## src/rtl/sevenseg_pkg.sv

```systemverilog
// Shared constants for the multiplexed seven-segment driver: segment bit
// positions, digit codes and the counter width helper.
package sevenseg_pkg;

   localparam int SEG_A = 0;
   localparam int SEG_B = 1;
   localparam int SEG_C = 2;
   localparam int SEG_D = 3;
   localparam int SEG_E = 4;
   localparam int SEG_F = 5;
   localparam int SEG_G = 6;

   function automatic logic [6:0] seg_bit(input int pos);
      return 7'b000_0001 << pos;
   endfunction

   function automatic int cnt_width(input int n);
      return (n < 2) ? 1 : $clog2(n);
   endfunction

   localparam logic [6:0] SEG_BLANK = 7'h00;
   localparam logic [6:0] SEG_0 = seg_bit(SEG_A) | seg_bit(SEG_B) | seg_bit(SEG_C) |
                                  seg_bit(SEG_D) | seg_bit(SEG_E) | seg_bit(SEG_F);
   localparam logic [6:0] SEG_1 = seg_bit(SEG_B) | seg_bit(SEG_C);
   localparam logic [6:0] SEG_2 = seg_bit(SEG_A) | seg_bit(SEG_B) | seg_bit(SEG_D) |
                                  seg_bit(SEG_E) | seg_bit(SEG_G);
   localparam logic [6:0] SEG_3 = seg_bit(SEG_A) | seg_bit(SEG_B) | seg_bit(SEG_C) |
                                  seg_bit(SEG_D) | seg_bit(SEG_G);
   localparam logic [6:0] SEG_4 = seg_bit(SEG_B) | seg_bit(SEG_C) | seg_bit(SEG_F) |
                                  seg_bit(SEG_G);
   localparam logic [6:0] SEG_5 = seg_bit(SEG_A) | seg_bit(SEG_C) | seg_bit(SEG_D) |
                                  seg_bit(SEG_F) | seg_bit(SEG_G);
   localparam logic [6:0] SEG_6 = seg_bit(SEG_A) | seg_bit(SEG_C) | seg_bit(SEG_D) |
                                  seg_bit(SEG_E) | seg_bit(SEG_F) | seg_bit(SEG_G);
   localparam logic [6:0] SEG_7 = seg_bit(SEG_A) | seg_bit(SEG_B) | seg_bit(SEG_C);
   localparam logic [6:0] SEG_8 = SEG_0 | seg_bit(SEG_G);
   localparam logic [6:0] SEG_9 = seg_bit(SEG_A) | seg_bit(SEG_B) | seg_bit(SEG_C) |
                                  seg_bit(SEG_D) | seg_bit(SEG_F) | seg_bit(SEG_G);

endpackage

```

## src/rtl/bcd7_decode.sv

```systemverilog
// Combinational BCD to seven-segment decode, active-high {G..A};
// codes above 9 produce a blank pattern.
module bcd7_decode
   import sevenseg_pkg::*;
(
   input  logic [3:0] bcd,
   output logic [6:0] seg
);

   always_comb begin
      seg = SEG_BLANK;
      case (bcd)
         4'd0:    seg = SEG_0;
         4'd1:    seg = SEG_1;
         4'd2:    seg = SEG_2;
         4'd3:    seg = SEG_3;
         4'd4:    seg = SEG_4;
         4'd5:    seg = SEG_5;
         4'd6:    seg = SEG_6;
         4'd7:    seg = SEG_7;
         4'd8:    seg = SEG_8;
         4'd9:    seg = SEG_9;
         default: seg = SEG_BLANK;
      endcase
   end

endmodule

```

## src/rtl/sevenseg_scan.sv

```systemverilog
// Time-multiplexed NUM_DIGITS seven-segment driver with a shadow register
// committed at frame boundaries. Define SEVENSEG_SCAN_LZB_EN for leading-zero blanking.
module sevenseg_scan
   import sevenseg_pkg::*;
#(
   parameter int NUM_DIGITS  = 4,
   parameter int REFRESH_DIV = 1000
) (
   input  logic                    clk,
   input  logic                    rst_n,
   input  logic                    enable,
   input  logic                    load,
   input  logic [4*NUM_DIGITS-1:0] bcd_in,
   input  logic [NUM_DIGITS-1:0]   dp_in,
   output logic                    load_ack,
   output logic                    pending,
   output logic [NUM_DIGITS-1:0]   digit_en,
   output logic [6:0]              sevenseg_out,
   output logic                    dp_out
);

   localparam int IW = cnt_width(NUM_DIGITS);
   localparam int PW = cnt_width(REFRESH_DIV);

   logic [PW-1:0]           presc;
   logic [IW-1:0]           idx;
   logic                    presc_tc;
   logic                    frame_end;
   logic [4*NUM_DIGITS-1:0] shadow_bcd;
   logic [NUM_DIGITS-1:0]   shadow_dp;
   logic [4*NUM_DIGITS-1:0] disp_bcd;
   logic [NUM_DIGITS-1:0]   disp_dp;
   logic [3:0]              cur_bcd;
   logic                    cur_dp;
   logic [NUM_DIGITS-1:0]   cur_onehot;
   logic [6:0]              dec_seg;
   logic [6:0]              seg_next;

   assign presc_tc  = (presc == PW'(REFRESH_DIV - 1));
   assign frame_end = presc_tc && (idx == IW'(NUM_DIGITS - 1));

   always_ff @(posedge clk) begin
      if (!rst_n) begin
         presc <= '0;
         idx   <= '0;
      end else if (presc_tc) begin
         presc <= '0;
         idx   <= frame_end ? '0 : idx + 1'b1;
      end else begin
         presc <= presc + 1'b1;
      end
   end

   // A load on the boundary cycle lands in the shadow after the old shadow
   // has been committed, so pending must stay set for the next frame.
   always_ff @(posedge clk) begin
      if (!rst_n) begin
         shadow_bcd <= '0;
         shadow_dp  <= '0;
         disp_bcd   <= '0;
         disp_dp    <= '0;
         pending    <= 1'b0;
         load_ack   <= 1'b0;
      end else begin
         load_ack <= 1'b0;
         if (frame_end && pending) begin
            disp_bcd <= shadow_bcd;
            disp_dp  <= shadow_dp;
            load_ack <= 1'b1;
            pending  <= 1'b0;
         end
         if (load) begin
            shadow_bcd <= bcd_in;
            shadow_dp  <= dp_in;
            pending    <= 1'b1;
         end
      end
   end

   always_comb begin
      cur_bcd    = 4'd0;
      cur_dp     = 1'b0;
      cur_onehot = '0;
      for (int i = 0; i < NUM_DIGITS; i++) begin
         if (idx == IW'(i)) begin
            cur_bcd       = disp_bcd[4*i +: 4];
            cur_dp        = disp_dp[i];
            cur_onehot[i] = 1'b1;
         end
      end
   end

   bcd7_decode u_dec (
      .bcd (cur_bcd),
      .seg (dec_seg)
   );

`ifdef SEVENSEG_SCAN_LZB_EN
   logic [NUM_DIGITS-1:0] lz_mask;
   logic                  lz_run;

   // Blank mask follows the display register only, so it moves at commit.
   always_comb begin
      lz_mask = '0;
      lz_run  = 1'b1;
      for (int i = NUM_DIGITS - 1; i >= 1; i--) begin
         lz_run     = lz_run && (disp_bcd[4*i +: 4] == 4'd0);
         lz_mask[i] = lz_run;
      end
   end

   assign seg_next = (|(lz_mask & cur_onehot)) ? SEG_BLANK : dec_seg;
`else
   assign seg_next = dec_seg;
`endif

   always_ff @(posedge clk) begin
      if (!rst_n) begin
         digit_en     <= '0;
         sevenseg_out <= 7'h00;
         dp_out       <= 1'b0;
      end else if (enable) begin
         digit_en     <= cur_onehot;
         sevenseg_out <= seg_next;
         dp_out       <= cur_dp;
      end else begin
         digit_en     <= '0;
         sevenseg_out <= 7'h00;
         dp_out       <= 1'b0;
      end
   end

endmodule

```

## config.mk

```make
export PLATFORM = sky130hd
export DESIGN_NAME = sevenseg_scan
export DESIGN_NICKNAME = d
export VERILOG_FILES = /design/src/rtl/sevenseg_pkg.sv /design/src/rtl/bcd7_decode.sv /design/src/rtl/sevenseg_scan.sv
export SDC_FILE = /design/constraint.sdc
export NUM_CORES = 1
export LEC_CHECK = 0
export ABC_AREA = 1
export BUFFER_PORTS_ARGS = -buffer_cell sky130_fd_sc_hd__clkbuf_2
export CAP_MARGIN = 20
export CORE_MARGIN = 2
export CORE_UTILIZATION = 50
export DETAILED_ROUTE_END_ITERATION = 10
export PLACE_DENSITY = 0.71
export SLEW_MARGIN = 20
export SYNTH_ARGS = -nofsm -noshare
export SYNTH_HDL_FRONTEND = slang
export SYNTH_SLANG_ARGS = --single-unit
```

## constraint.sdc

```tcl
create_clock -name clk -period 2.5 [get_ports clk]
set_input_delay 0.25 -clock clk [delete_from_list [all_inputs] [get_ports clk]]
set_output_delay 0.25 -clock clk [all_outputs]
set_load 0.03 [all_outputs]
```

==> results.md <==
- Grt total ovfl: 0
- Syn avg cell area: roughly 8 sq um
- Initial DRC Count: 101
- Worst-margin pin slew: just over 0.6 ns
- Setup TNS: 0 ns
- Wirelength, routed: 5060 um
- Die ar.: 6160 sq um
- Routed via count: 2,223
- Initial core utilization: 0.510
- Hold-critical path depth: 3
- Post-synth EDFFs: 0
- Slew Limit Headroom: 0.594
- Lkg Pwr: 0.00136 uW
- Cell Pwr Density: 632 nW/um^2
- Finished Layout Cells: approximately 460
- Tot Pwr: approximately 2000 uW
- Fin crit period: approximately 2.1 ns
- Longest Clk Path Bufs: 2
- Fmax: 481 MHz
- Post-placement cell count: approximately 440
- Hold endpoint: shadow_bcd[4]
- Max Cap Viol: 0
- Finish-stage setup viols: 0
- Die height: 78.5 um
- Global-route usage over all layers: 0.188
- Area delta synth->final: 13.2%
- Antenna Violating Nets Remaining: 0
- Initial antenna violation count: 0
- Nets: 417
- Largest net degree at the start of global routing: 43
- Io pins: 38
- FP Rows: 27
- Worst EP arrival: 2.33 ns
- Antenna cell count: 0
- Seq cells post-synth: 66
- Syn nets: 382
- Layout cells sized above 1: 0.181
- R2R Setup Slk: 0.42 ns
- Met1 Wirelength: 2630 um
- Critical path capture point type: register
- Status: completed
- Post-synth ARST share: 0
- Register area: ~1300 sq um
- Htree depth: 3
- Cell Area, Synth: 2770 sq um
- Final Max Slew Viols: 0
- Peak VDD IR: 0.457 mV
- Hold Startpoint: bcd_in[4]
- Residual DRC: 0
- Met2 WL: about 2100 um
- Met3 wire len: roughly 250 um
- Reg2Reg Depth: 12
- Clk_skew: 0.0109 ns
- Top Layer Used: met4
- Hold Fails Final Rpt: 0
- Chip width: approximately 80 um
- CP Class: reg -> reg
- Worst EP required: 2.75 ns
- Core footprint: 5440 sq um
- RSZ-0062 raised after global routing: no
- Reg2reg end: sevenseg_out[5]
- First-pass GRT wire length: ~9200 um
- CTS root buf: clkbuf_8
- Vias in the first global route: 2,060
- CP max FO: 8
- Worst-Skew Late Latency: 0.33 ns
- Drt pass-1 iters: 4
- Post-CTS sizing: 0
- Most frequent cells in the layout: 66 x dfxtp_1, 56 x nor2_1, 44 x inv_1, 39 x a21oi_1, 37 x clkbuf_2
- Synth unique cells: 31
- Syn Inst Count: 347
- Setup bufs post-CTS: 0
- CTS clk-pin slew, worst paths: ~0.070 ns
- PortBufs: 37
- Hold-fix buffers, CTS: 0
- CTS tree: yes
- Clk sinks: 66
- Post-synthesis sequential area ratio: 0.476
- Hold crit path type: in -> reg
- Fillers: 528
- Worst reg2reg startpoint: idx[0]
- HPWL Detailed: 3620 um
- Mean number of vias per cell: 4.84
- Fin crit share: 0.832
- Leading cell type in the layout, fill and taps excluded: dfxtp_1
- Type of origin of the critical path: register
- Gp weighted congestion: between 0.8 and 0.9
- Top FF cell, synth: dfxtp_1
- Warnings from Yosys: 0
- Multi-input gate area: ~1200 sq um
- Mean routed wirelength per cell: roughly 11 um
- CTS Buf Count: 9
## cell usage after synthesis (2+ instances only)
cell / instances / area share
ha_1: 11 / 0.050
nor2_1: 56 / 0.076
a21oi_2: 3 / 0.0095
nand3_1: 10 / 0.018
nand2_2: 6 / 0.014
nor3_1: 3 / 0.0054
a211oi_1: 3 / 0.0081
inv_1: 44 / 0.060
clkbuf_1: 8 / 0.011
buf_4: 2 / 0.0054
nand2_1: 32 / 0.043
a21oi_1: 39 / 0.070
dfxtp_1: 66 / 0.48
buf_6: 4 / 0.016
o21ai_1: 21 / 0.038
o21ai_0: 23 / 0.041
a21oi_4: 2 / 0.012
## cell type report
class,instances,share of cell area
Sequential cell,66,0.421
Clock inverter,4,0.00877
Tap cell,72,0.0287
Clock buffer,12,0.0462
Multi-Input combinational cell,222,0.380
Timing Repair Buffer,38,0.0614
Inverter,45,0.0538
## sequential cells by signal, indices dropped and copies added (netlist names)
signal,cells
pending,1
disp_bcd,16
presc,10
shadow_bcd,16
load_ack,1
dp_out,1
digit_en,4
disp_dp,4
sevenseg_out,7
idx,2
shadow_dp,4
## power breakdown
group / internal (uW) / switching [uW]
Clock: 385 / 385
Sequential: 1090 / 17.4
Combinational: 42.2 / 69.6
Total: 1510 / 472
## through the flow
stage / util / worst slack [ns] / hold slack (ns) / instance area, sq um
floorplan: - / 0.652 / 0.385 / 2770
global placement: 0.545 / 0.571 / 0.441 / 2970
detailed placement: 0.545 / 0.464 / 0.443 / 2970
CTS: 0.577 / 0.427 / 0.119 / 3140
global route: 0.577 / 0.141 / 0.136 / 3140
finish: 0.577 / 0.420 / 0.138 / 3140
## per-layer routing
layer / GRT usage / up-vias
met2: 0.274 / 47
met3: 0.0598 / 7
li1: - / 1190
met1: 0.262 / 979
met4: 0.0667 / 0
met5: 0 / -
## worst max-delay path: stages (launching register included)
cell      delay (ns)
dfxtp_1         0.36
inv_1           0.10
ha_1            0.33
a21oi_1         0.17
nand2_1         0.08
a21boi_2        0.28
inv_1           0.13
ha_1            0.23
inv_1           0.06
nand2_1         0.05
nand2_1         0.06
nand2_1         0.04
a21oi_1         0.11
## worst max-delay path by stage
stage,end,depth (start not counted),slack (ns),start
detailed placement,sevenseg_out[5],12,0.46,idx[0]
global placement,sevenseg_out[5],12,0.57,idx[0]
floorplan,sevenseg_out[3],10,0.65,idx[0]
global route,sevenseg_out[5],12,0.14,idx[0]
finish,sevenseg_out[5],12,0.42,idx[0]
CTS,sevenseg_out[5],12,0.43,idx[0]
## kinds of logic after synthesis
logic type / count (synthesis) / share of synthesized area
xor+xnor: 1 / 0.00316
buf+inv: 59 / 0.0934
compound gates: 95 / 0.191
fa+ha+maj: 11 / 0.0496
flops: 66 / 0.476
simple gates: 115 / 0.187
Note: power is estimated with default switching activity, not from simulation.
